==> config.mk <==
export PLATFORM = sky130hd
export DESIGN_NAME = mat_mult_engine
export DESIGN_NICKNAME = d
export VERILOG_FILES = /design/src/rtl/mm_pkg.sv /design/src/rtl/mm_mac.sv /design/src/rtl/mat_mult_engine.sv
export SDC_FILE = /design/constraint.sdc
export NUM_CORES = 1
export LEC_CHECK = 0
export ABC_CLOCK_PERIOD_IN_PS = 7900
export CAP_MARGIN = 30
export CELL_PAD_IN_SITES_DETAIL_PLACEMENT = 1
export CELL_PAD_IN_SITES_GLOBAL_PLACEMENT = 1
export CORE_UTILIZATION = 35
export CTS_CLUSTER_DIAMETER = 50
export CTS_CLUSTER_SIZE = 10
export DETAILED_ROUTE_END_ITERATION = 8
export GPL_ROUTABILITY_DRIVEN = 0
export PLACE_DENSITY_LB_ADDON = 0.1
export SYNTH_ARGS = -nofsm -noshare
export SYNTH_HDL_FRONTEND = slang
export SYNTH_SLANG_ARGS = --single-unit
==> constraint.sdc <==
create_clock -name clk -period 7.9 [get_ports clk]
set_input_delay 2.37 -clock clk [delete_from_list [all_inputs] [get_ports clk]]
set_output_delay 2.37 -clock clk [all_outputs]
set_load 0.05 [all_outputs]
==> src/rtl/mm_pkg.sv <==
`default_nettype none
// +---------------------------------------------------------------------+
// | mm_pkg - FSM states, mode codes and address helper   rev 1.0        |
// +---------------------------------------------------------------------+
package mm_pkg;

  typedef enum logic [3:0] {
    ST_IDLE   = 4'd0,
    ST_LOAD_C = 4'd1,
    ST_INIT   = 4'd2,
    ST_RD_A   = 4'd3,
    ST_RD_B   = 4'd4,
    ST_MUL    = 4'd5,
    ST_ACC    = 4'd6,
    ST_WRITE  = 4'd7,
    ST_DONE   = 4'd8
  } mm_state_e;

  localparam logic [1:0] MM_MUL   = 2'd0;
  localparam logic [1:0] MM_MUL_T = 2'd1;
  localparam logic [1:0] MM_ACC   = 2'd2;

  // Column-major element address; bases need no alignment.
  function automatic logic [31:0] elem_addr(input logic [31:0] base,
                                            input logic [31:0] row,
                                            input logic [31:0] col,
                                            input logic [31:0] n);
    return base + row + col * n;
  endfunction

endpackage
`default_nettype wire

==> src/rtl/mm_mac.sv <==
`default_nettype none
// +---------------------------------------------------------------------+
// | mm_mac - multiply-accumulate datapath with saturation   rev 1.0     |
// +---------------------------------------------------------------------+
module mm_mac
  import mm_pkg::*;
#(
  parameter int EW = 8,
  parameter int DW = 18
) (
  input  logic          clk,
  input  logic          rst,
  input  logic          i_clr_ovf,
  input  logic          i_init,
  input  logic          i_init_rd,
  input  logic          i_lda,
  input  logic          i_mul,
  input  logic          i_acc,
  input  logic          i_wr,
  input  logic [DW-1:0] i_rdata,
  output logic [DW-1:0] o_wdata,
  output logic          o_ovf
);

  logic [EW-1:0]   r_a;
  logic [2*EW-1:0] r_prod;
  logic [DW:0]     r_acc;
  logic            r_ovf;

  always_ff @(posedge clk) begin
    if (rst) begin
      r_a    <= '0;
      r_prod <= '0;
      r_acc  <= '0;
      r_ovf  <= 1'b0;
    end else begin
      if (i_init)
        r_acc <= i_init_rd ? {1'b0, i_rdata} : '0;
      else if (i_acc)
        r_acc <= r_acc + (DW+1)'(r_prod);
      if (i_lda)
        r_a <= i_rdata[EW-1:0];
      if (i_mul)
        r_prod <= (2*EW)'(r_a) * (2*EW)'(i_rdata[EW-1:0]);
      if (i_clr_ovf)
        r_ovf <= 1'b0;
      else if (i_wr && r_acc[DW])
        r_ovf <= 1'b1;
    end
  end

  // The extra accumulator bit can only be set when a preloaded C is added in.
  assign o_wdata = r_acc[DW] ? '1 : r_acc[DW-1:0];
  assign o_ovf   = r_ovf;

endmodule
`default_nettype wire

==> src/rtl/mat_mult_engine.sv <==
`default_nettype none
// +---------------------------------------------------------------------+
// | mat_mult_engine - sequential NxN SRAM matrix multiplier   rev 1.0   |
// +---------------------------------------------------------------------+
module mat_mult_engine
  import mm_pkg::*;
#(
  parameter int N      = 4,
  parameter int EW     = 8,
  parameter int DW     = 18,
  parameter int AW     = 11,
  parameter int A_BASE = 0,
  parameter int B_BASE = N*N,
  parameter int C_BASE = 2*N*N
) (
  input  logic          clk,
  input  logic          rst,
  input  logic          start,
  input  logic [1:0]    mode,
  output logic          busy,
  output logic          done,
  output logic          ovf,
  output logic          mem_en,
  output logic          mem_we,
  output logic [AW-1:0] mem_addr,
  output logic [DW-1:0] mem_wdata,
  input  logic [DW-1:0] mem_rdata
);

  localparam int            c_iw   = $clog2(N);
  localparam logic [c_iw-1:0] c_last = c_iw'(N-1);

  if (2*EW + $clog2(N) > DW) begin : g_dw_too_small
    $error("mat_mult_engine: DW cannot hold an N-term sum of EW x EW products");
  end
  if (N < 2 || (N & (N-1)) != 0) begin : g_bad_n
    $error("mat_mult_engine: N must be a power of two >= 2");
  end

  mm_state_e       r_state, w_next;
  logic [1:0]      r_mode;
  logic [c_iw-1:0] r_i, r_j, r_k;

  logic            w_accept, w_k_last, w_last_elem, w_mode_acc, w_mode_t;
  logic            w_en, w_we, w_init, w_lda, w_mul, w_acc;
  logic [AW-1:0]   w_addr;
  logic [DW-1:0]   w_wdata;

  assign w_accept    = (r_state == ST_IDLE) && start;
  assign w_k_last    = (r_k == c_last);
  assign w_last_elem = (r_i == c_last) && (r_j == c_last);
  assign w_mode_acc  = (r_mode == MM_ACC);
  assign w_mode_t    = (r_mode == MM_MUL_T);

  always_ff @(posedge clk) begin
    if (rst) begin
      r_state <= ST_IDLE;
      r_mode  <= MM_MUL;
      r_i     <= '0;
      r_j     <= '0;
      r_k     <= '0;
    end else begin
      r_state <= w_next;
      case (r_state)
        ST_IDLE: if (start) begin
          r_mode <= mode;
          r_i    <= '0;
          r_j    <= '0;
          r_k    <= '0;
        end
        ST_INIT: r_k <= '0;
        ST_ACC:  if (!w_k_last) r_k <= r_k + c_iw'(1);
        ST_WRITE: begin
          if (r_j == c_last) begin
            r_j <= '0;
            r_i <= r_i + c_iw'(1);
          end else begin
            r_j <= r_j + c_iw'(1);
          end
        end
        default: ;
      endcase
    end
  end

  always_comb begin
    w_next = r_state;
    w_en   = 1'b0;
    w_we   = 1'b0;
    w_init = 1'b0;
    w_lda  = 1'b0;
    w_mul  = 1'b0;
    w_acc  = 1'b0;
    w_addr = '0;
    case (r_state)
      ST_IDLE:
        if (start) w_next = (mode == MM_ACC) ? ST_LOAD_C : ST_INIT;
      ST_LOAD_C: begin
        w_en   = 1'b1;
        w_addr = AW'(elem_addr(32'(C_BASE), 32'(r_i), 32'(r_j), 32'(N)));
        w_next = ST_INIT;
      end
      ST_INIT: begin
        w_init = 1'b1;
        w_next = ST_RD_A;
      end
      ST_RD_A: begin
        w_en   = 1'b1;
        w_addr = AW'(elem_addr(32'(A_BASE), 32'(r_i), 32'(r_k), 32'(N)));
        w_next = ST_RD_B;
      end
      ST_RD_B: begin
        w_en   = 1'b1;
        w_lda  = 1'b1;
        // Transposed mode swaps row and column of the B fetch.
        w_addr = w_mode_t ? AW'(elem_addr(32'(B_BASE), 32'(r_j), 32'(r_k), 32'(N)))
                          : AW'(elem_addr(32'(B_BASE), 32'(r_k), 32'(r_j), 32'(N)));
        w_next = ST_MUL;
      end
      ST_MUL: begin
        w_mul  = 1'b1;
        w_next = ST_ACC;
      end
      ST_ACC: begin
        w_acc  = 1'b1;
        w_next = w_k_last ? ST_WRITE : ST_RD_A;
      end
      ST_WRITE: begin
        w_en   = 1'b1;
        w_we   = 1'b1;
        w_addr = AW'(elem_addr(32'(C_BASE), 32'(r_i), 32'(r_j), 32'(N)));
        if (w_last_elem)     w_next = ST_DONE;
        else if (w_mode_acc) w_next = ST_LOAD_C;
        else                 w_next = ST_INIT;
      end
      ST_DONE: w_next = ST_IDLE;
      default: w_next = ST_IDLE;
    endcase
  end

  mm_mac #(
    .EW (EW),
    .DW (DW)
  ) u_mac (
    .clk       (clk),
    .rst       (rst),
    .i_clr_ovf (w_accept),
    .i_init    (w_init),
    .i_init_rd (w_mode_acc),
    .i_lda     (w_lda),
    .i_mul     (w_mul),
    .i_acc     (w_acc),
    .i_wr      (w_we),
    .i_rdata   (mem_rdata),
    .o_wdata   (w_wdata),
    .o_ovf     (ovf)
  );

  // Memory strobes are masked by rst so a reset landing on WRITE never commits.
  assign mem_en    = w_en && !rst;
  assign mem_we    = w_we && !rst;
  assign mem_addr  = rst ? '0 : w_addr;
  assign mem_wdata = (w_we && !rst) ? w_wdata : '0;
  assign busy      = (r_state != ST_IDLE) && (r_state != ST_DONE);
  assign done      = (r_state == ST_DONE);

endmodule
`default_nettype wire

Word level (Yosys, flattened, before mapping)
Cells that the tools add are included.

cells by class
  add/subtract/negate cells = 11
  $mul = 1
  equality and inequality tests = 18
  muxes and demuxes = 27
  reductions and logical operators = 19

operators with widths
  kind                 count
  $mux 18              3
  $mux 19              2
  $pmux 4 s8           1
  $pmux 8 s3           1
  $add 19x16->19       1
  $eq 4x3->1 const B   4
  $mul 8x8->16         1
  $add 6x4->7          2
  $add 5x2->6 const A  2
  $mux 2               6
  $mux 11              1
  $eq 2x2->1 const B   5
  $add 7x4->8          1
  $eq 4x2->1 const B   2
  $mux 4               2
  $pmux 2 s2           2
  $add 6x2->7 const A  1
  $mux 7               1
  $add 2x1->2 const B  3
  $logic_and 1x1->1    6
  $mux 1               6
  $ne 2x2->1 const B   3
  $pmux 2 s3           1
  $reduce_and 3->1     2
  14 further kinds     17

storage, ports and cells
  register bits = 56
  output and inout port bits = 34

Longest topological paths before layout
  word-level depth = 5
  depth in mapped cells = 17
  gate-level depth less buffers = 16

Modules after synthesis
Synthesis repeated with hierarchy kept, for this count alone.

unflattened totals
  cell total of the unflattened synthesis = 728
  area, all modules = 5,856.9 µm²

modules (own cells, without submodules)
  module           times used  cells an instance  area an instance (µm²)  sequential area each (µm²)
  mm_mac           1           592                4,869.7                 880.8
  mat_mult_engine  1           136                987.2                   240.2

Worst setup path after synthesis
Ideal clock, no wire load.

  path type = in2reg
  start point = input port mem_rdata[7]
  end point = register u_mac.r_prod[15]
  data arrival time = 6.278 ns
  data required time = 7.770 ns
  slack = 1.492 ns
  stages on the path = 15
  buffers on the path = 1
  path through = clkbuf_1 > and2_1 > fa_1 > fa_1 > fa_1 > inv_1 > fa_1 > inv_1 > ha_1 > or3_1 > or2_0 > o22a_2 > a41o_1 > a21oi_1 > nor3_2

between the ends
  word-level cells in the longest chain between the ends = 1

RTL lines
  element               RTL line               RTL
  start, declared       mat_mult_engine.sv:27  input logic [DW-1:0] mem_rdata
  $mul 8x8->16          mm_mac.sv:44           r_prod <= (2*EW)'(r_a) * (2*EW)'(i_rdata[EW-1:0]);
  end signal, assigned  mm_mac.sv:44
  end, declared         mm_mac.sv:26           logic [2*EW-1:0] r_prod;

Every way passes these cells.
A chain may end at the register's enable or synchronous reset.

Worst setup path after layout
Same ends and word-level chain as after synthesis.

==> metrics.md <==
| Metric | Value |
|---|---|
| Outcome | `finished, final reports clean` |
| Final setup viols | `0` |
| Syn avg cell area | `8.07 um^2` |
| CTS Root Cell | `clkbuf_16` |
| DP Wirelength | `13.2 mm` |
| Slew margin rel. | `between 30% and 40%` |
| Area delta synth->final | `15.5%` |
| Non-Filler Instances | `between 900 and 1,000` |
| WHS Path Cells | `2` |
| Commonest non-fill, non-tap cell in the layout | `nand2_1` |
| Worst R2R Start | `u_mac.r_a[2]$_SDFFE_PP0P_` |
| PwrDens | `approximately 110 nW/um^2` |
| WL/cell | `18.4 um` |
| Placed cells | `a little over 900` |
| Pwr Total | `slightly above 0.7 mW` |
| TritonCTS clock tree | `yes` |
| # clock sinks | `between 50 and 60` |
| Antenna Violating Nets Remaining | `0` |
| Min setup slack post-route | `between 0.9 and 1 ns` |
| Layout cells sized above 1 | `about 4.1%` |
| Setup slack, reg-to-reg | `~3.3 ns` |
| Fmax | `around 140 MHz` |
| Slew Viols, Final | `0` |
| # DRC | `0` |
| Clk_lat worst skew | `around 0.31 ns` |
| CP most frequent cell | `fa_1` |
| Number of enable flip-flop cells after synthesis | `0` |
| IO buf count | `slightly above 50` |
| Total Routing Usage GR | `between 20% and 30%` |
| Post-CTS setup buffer count | `0` |
| RSZ-0062 raised after global routing | `no` |
| FP Rows | `45` |
| Initial DRC Count | `approximately 160` |
| Ys flop type | `dfxtp_1` |
| Post-CTS Resized | `0` |
| Post-synthesis register bit count | `56` |
| Post-synthesis cell count | `approximately 700` |
| Critical path endpoint category | `flop` |
| Critical-path cell list | `clkdlybuf4s50_1 -> and2_1 -> fa_1 -> fa_1 -> fa_1 -> inv_1 -> fa_1 -> inv_1 -> ha_1 -> or3_1 -> or2_0 -> o22a_2 -> a41o_1 -> a21oi_1 -> nor3_2` |
| H-tree depth | `2` |
| Yosys cell types | `68` |
| Largest net degree at the start of global routing | `45` |
| Critical path launch point type | `primary input` |
| Vias in the first global route | `around 5,500` |
| Critical path arrival | `7.10 ns` |
| GRT overflow | `0` |
| Setup slack after placement | `around 0.67 ns` |
| CTS Buffer Depth | `2` |
| Post-synthesis sequential area ratio | `around a fifth` |
| Buf/Inv on CP | `3` |
| Total Routed Length | `approximately 17 mm` |
| Clk_skew | `around 0.0054 ns` |
| Die extent in x | `approximately 130 um` |
| Vias per inst | `approximately 5.4` |
| Core area | `~15,000 um^2` |
| Sum Neg Setup Slack | `0 ns` |
| Critical path's top delay family | `adder cells` |
| Hold Violations, Final | `0` |
| Iteration count of the initial detailed-routing pass | `4` |
| P_leak | `between 2 and 3 nW` |
| Fin Hold WS | `0.476 ns` |
| WS Path Type | `primary input to flop` |
| Slowest CP cell | `clkdlybuf4s50_1` |
| Max-cap violation count | `0` |
| Tightest Pin Transition | `0.961 ns` |
| Fillers | `roughly 1,800` |
| Worst Hold End | `u_mac.r_prod[0]$_SDFFE_PP0P_` |
| Synth Cell Area | `5550 um^2` |
| Min cycle time layout | `6.92 ns` |
| Ys async rst share | `0%` |
| Die ar. | `~16,000 um^2` |
| Clock Pin Slew Worst Setup and Hold Paths | `approximately 0.080 ns` |
| IO Pins | `57` |
| Worst reg2reg path depth | `14` |
| Peak fanout along the critical path | `10` |
| Worst EP required | `slightly above 8 ns` |
| DR vias | `a little over 5,000` |
| Nets | `839` |
| Yosys warning count | `0` |
| Hold_sp | `u_mac.r_prod[0]$_SDFFE_PP0P_` |
| Final period utilization | `between 80% and 90%` |
| Total CTS buffers | `5` |
| VDD IR max | `0.0741 mV` |
| Cts hold-fix bufs | `0` |
| Reg2reg end | `u_mac.r_prod[15]$_SDFFE_PP0P_` |
| Global-route wire length before repair | `approximately 29 mm` |
| Commonest cells after routing, fill and taps aside | `nand2_1, inv_1, a21oi_1` |
| Antenna violations before repair | `0` |
| CP max stage delay | `between 0.6 and 0.7 ns` |
| Initial Util | `around 36%` |
| Antenna cells | `0` |
| Die height | `approximately 130 um` |
| Hold Crit Class | `flop to flop` |
-- cells by family (layout without fill, tap and decap cells) --
logic type | after synthesis | count (layout) | synth area share, %
AOI/OAI and AO/OA | 174 | 174 | 20.6
xor gates and xnor gates | 16 | 16 | 2.52
adders and majority gates | 92 | 92 | 25.7
buffers and inverters | 97 | 130 | 7.08
DFF | 56 | 56 | 20.2
muxes | 5 | 5 | 0.902
other | 1 | 5 | 0.0676
and+or+nand+nor | 247 | 247 | 22.9
-- worst reg2reg max path, cell delays in order (launching register included) --
cell     delay (ns)
dfxtp_1        0.54
and2_1         0.21
fa_1           0.46
fa_1           0.54
fa_1           0.55
inv_1          0.06
fa_1           0.54
inv_1          0.06
ha_1           0.22
or3_1          0.37
or2_0          0.20
o22a_2         0.22
a41o_1         0.26
a21oi_1        0.21
nor3_2         0.07
-- cell type report --
| type | count | area [um^2] | area share [%] |
|---|---|---|---|
| Clock buffer | 6 | 129 | 2.01 |
| Clock inverter | 2 | 38.8 | 0.605 |
| Inverter | 63 | 236 | 3.69 |
| Multi-Input combinational cell | 539 | 4050 | 63.2 |
| Sequential cell | 56 | 1120 | 17.5 |
| Tap cell | 211 | 264 | 4.12 |
| Timing Repair Buffer | 59 | 569 | 8.88 |
-- how the worst max path moves through the flow --
stage / startpoint / end / depth (start not counted)
CTS: mem_rdata[5] / u_mac.r_prod[15]$_SDFFE_PP0P_ / 15
floorplan: mem_rdata[7] / u_mac.r_prod[15]$_SDFFE_PP0P_ / 15
global route: mem_rdata[7] / u_mac.r_prod[15]$_SDFFE_PP0P_ / 15
global placement: mem_rdata[6] / u_mac.r_prod[15]$_SDFFE_PP0P_ / 15
finish: mem_rdata[7] / u_mac.r_prod[15]$_SDFFE_PP0P_ / 15
detailed placement: mem_rdata[6] / u_mac.r_prod[15]$_SDFFE_PP0P_ / 15
-- power breakdown --
group          internal [mW]  total [mW]  switching (mW)
registers              0.293       0.308          0.0143
logic                 0.0484       0.134          0.0860
clock network          0.152       0.269           0.117
-- synthesized netlist by cell type (8+ instances only) --
cell	number	area (um^2)
a21oi_1	60	300
nor2_1	45	169
nand3_1	13	65.1
buf_2	8	40.0
dfxtp_1	56	1120
nor2b_1	8	50.1
clkbuf_1	21	78.8
nor3_1	17	85.1
inv_1	62	233
o21a_1	20	150
nand2b_1	10	62.6
xnor2_1	13	114
a211oi_1	9	67.6
nand2_1	67	251
ha_1	55	688
a221oi_1	10	87.6
and2_1	51	319
o21ai_0	26	130
fa_1	37	741
-- through the flow --
| step | instance area, um^2 | util, % |
|---|---|---|
| floorplan | 5570 | - |
| detailed placement | 6240 | 40.8 |
| global placement | 6230 | 40.7 |
| finish | 6410 | 41.9 |
| CTS | 6410 | 41.9 |
| global route | 6410 | 41.9 |
-- registers in the layout (all words and copies together), names as in the netlist --
| register | flops |
|---|---|
| r_state | 4 |
| u_mac.r_prod | 16 |
| r_k | 2 |
| u_mac.r_acc | 19 |
| r_i | 2 |
| u_mac.o_ovf | 1 |
| r_j | 2 |
| u_mac.r_a | 8 |
| r_mode | 2 |
-- per-layer routing --
layer	wire, um	vias to the layer above	track usage [%]
li1	-	2438	-
met1	8150	2490	29.1
met2	8200	81	38.5
met3	426	29	2.80
met4	485	0	8.72
met5	0	-	0
No activity file was read; power rests on OpenSTA's default activity.
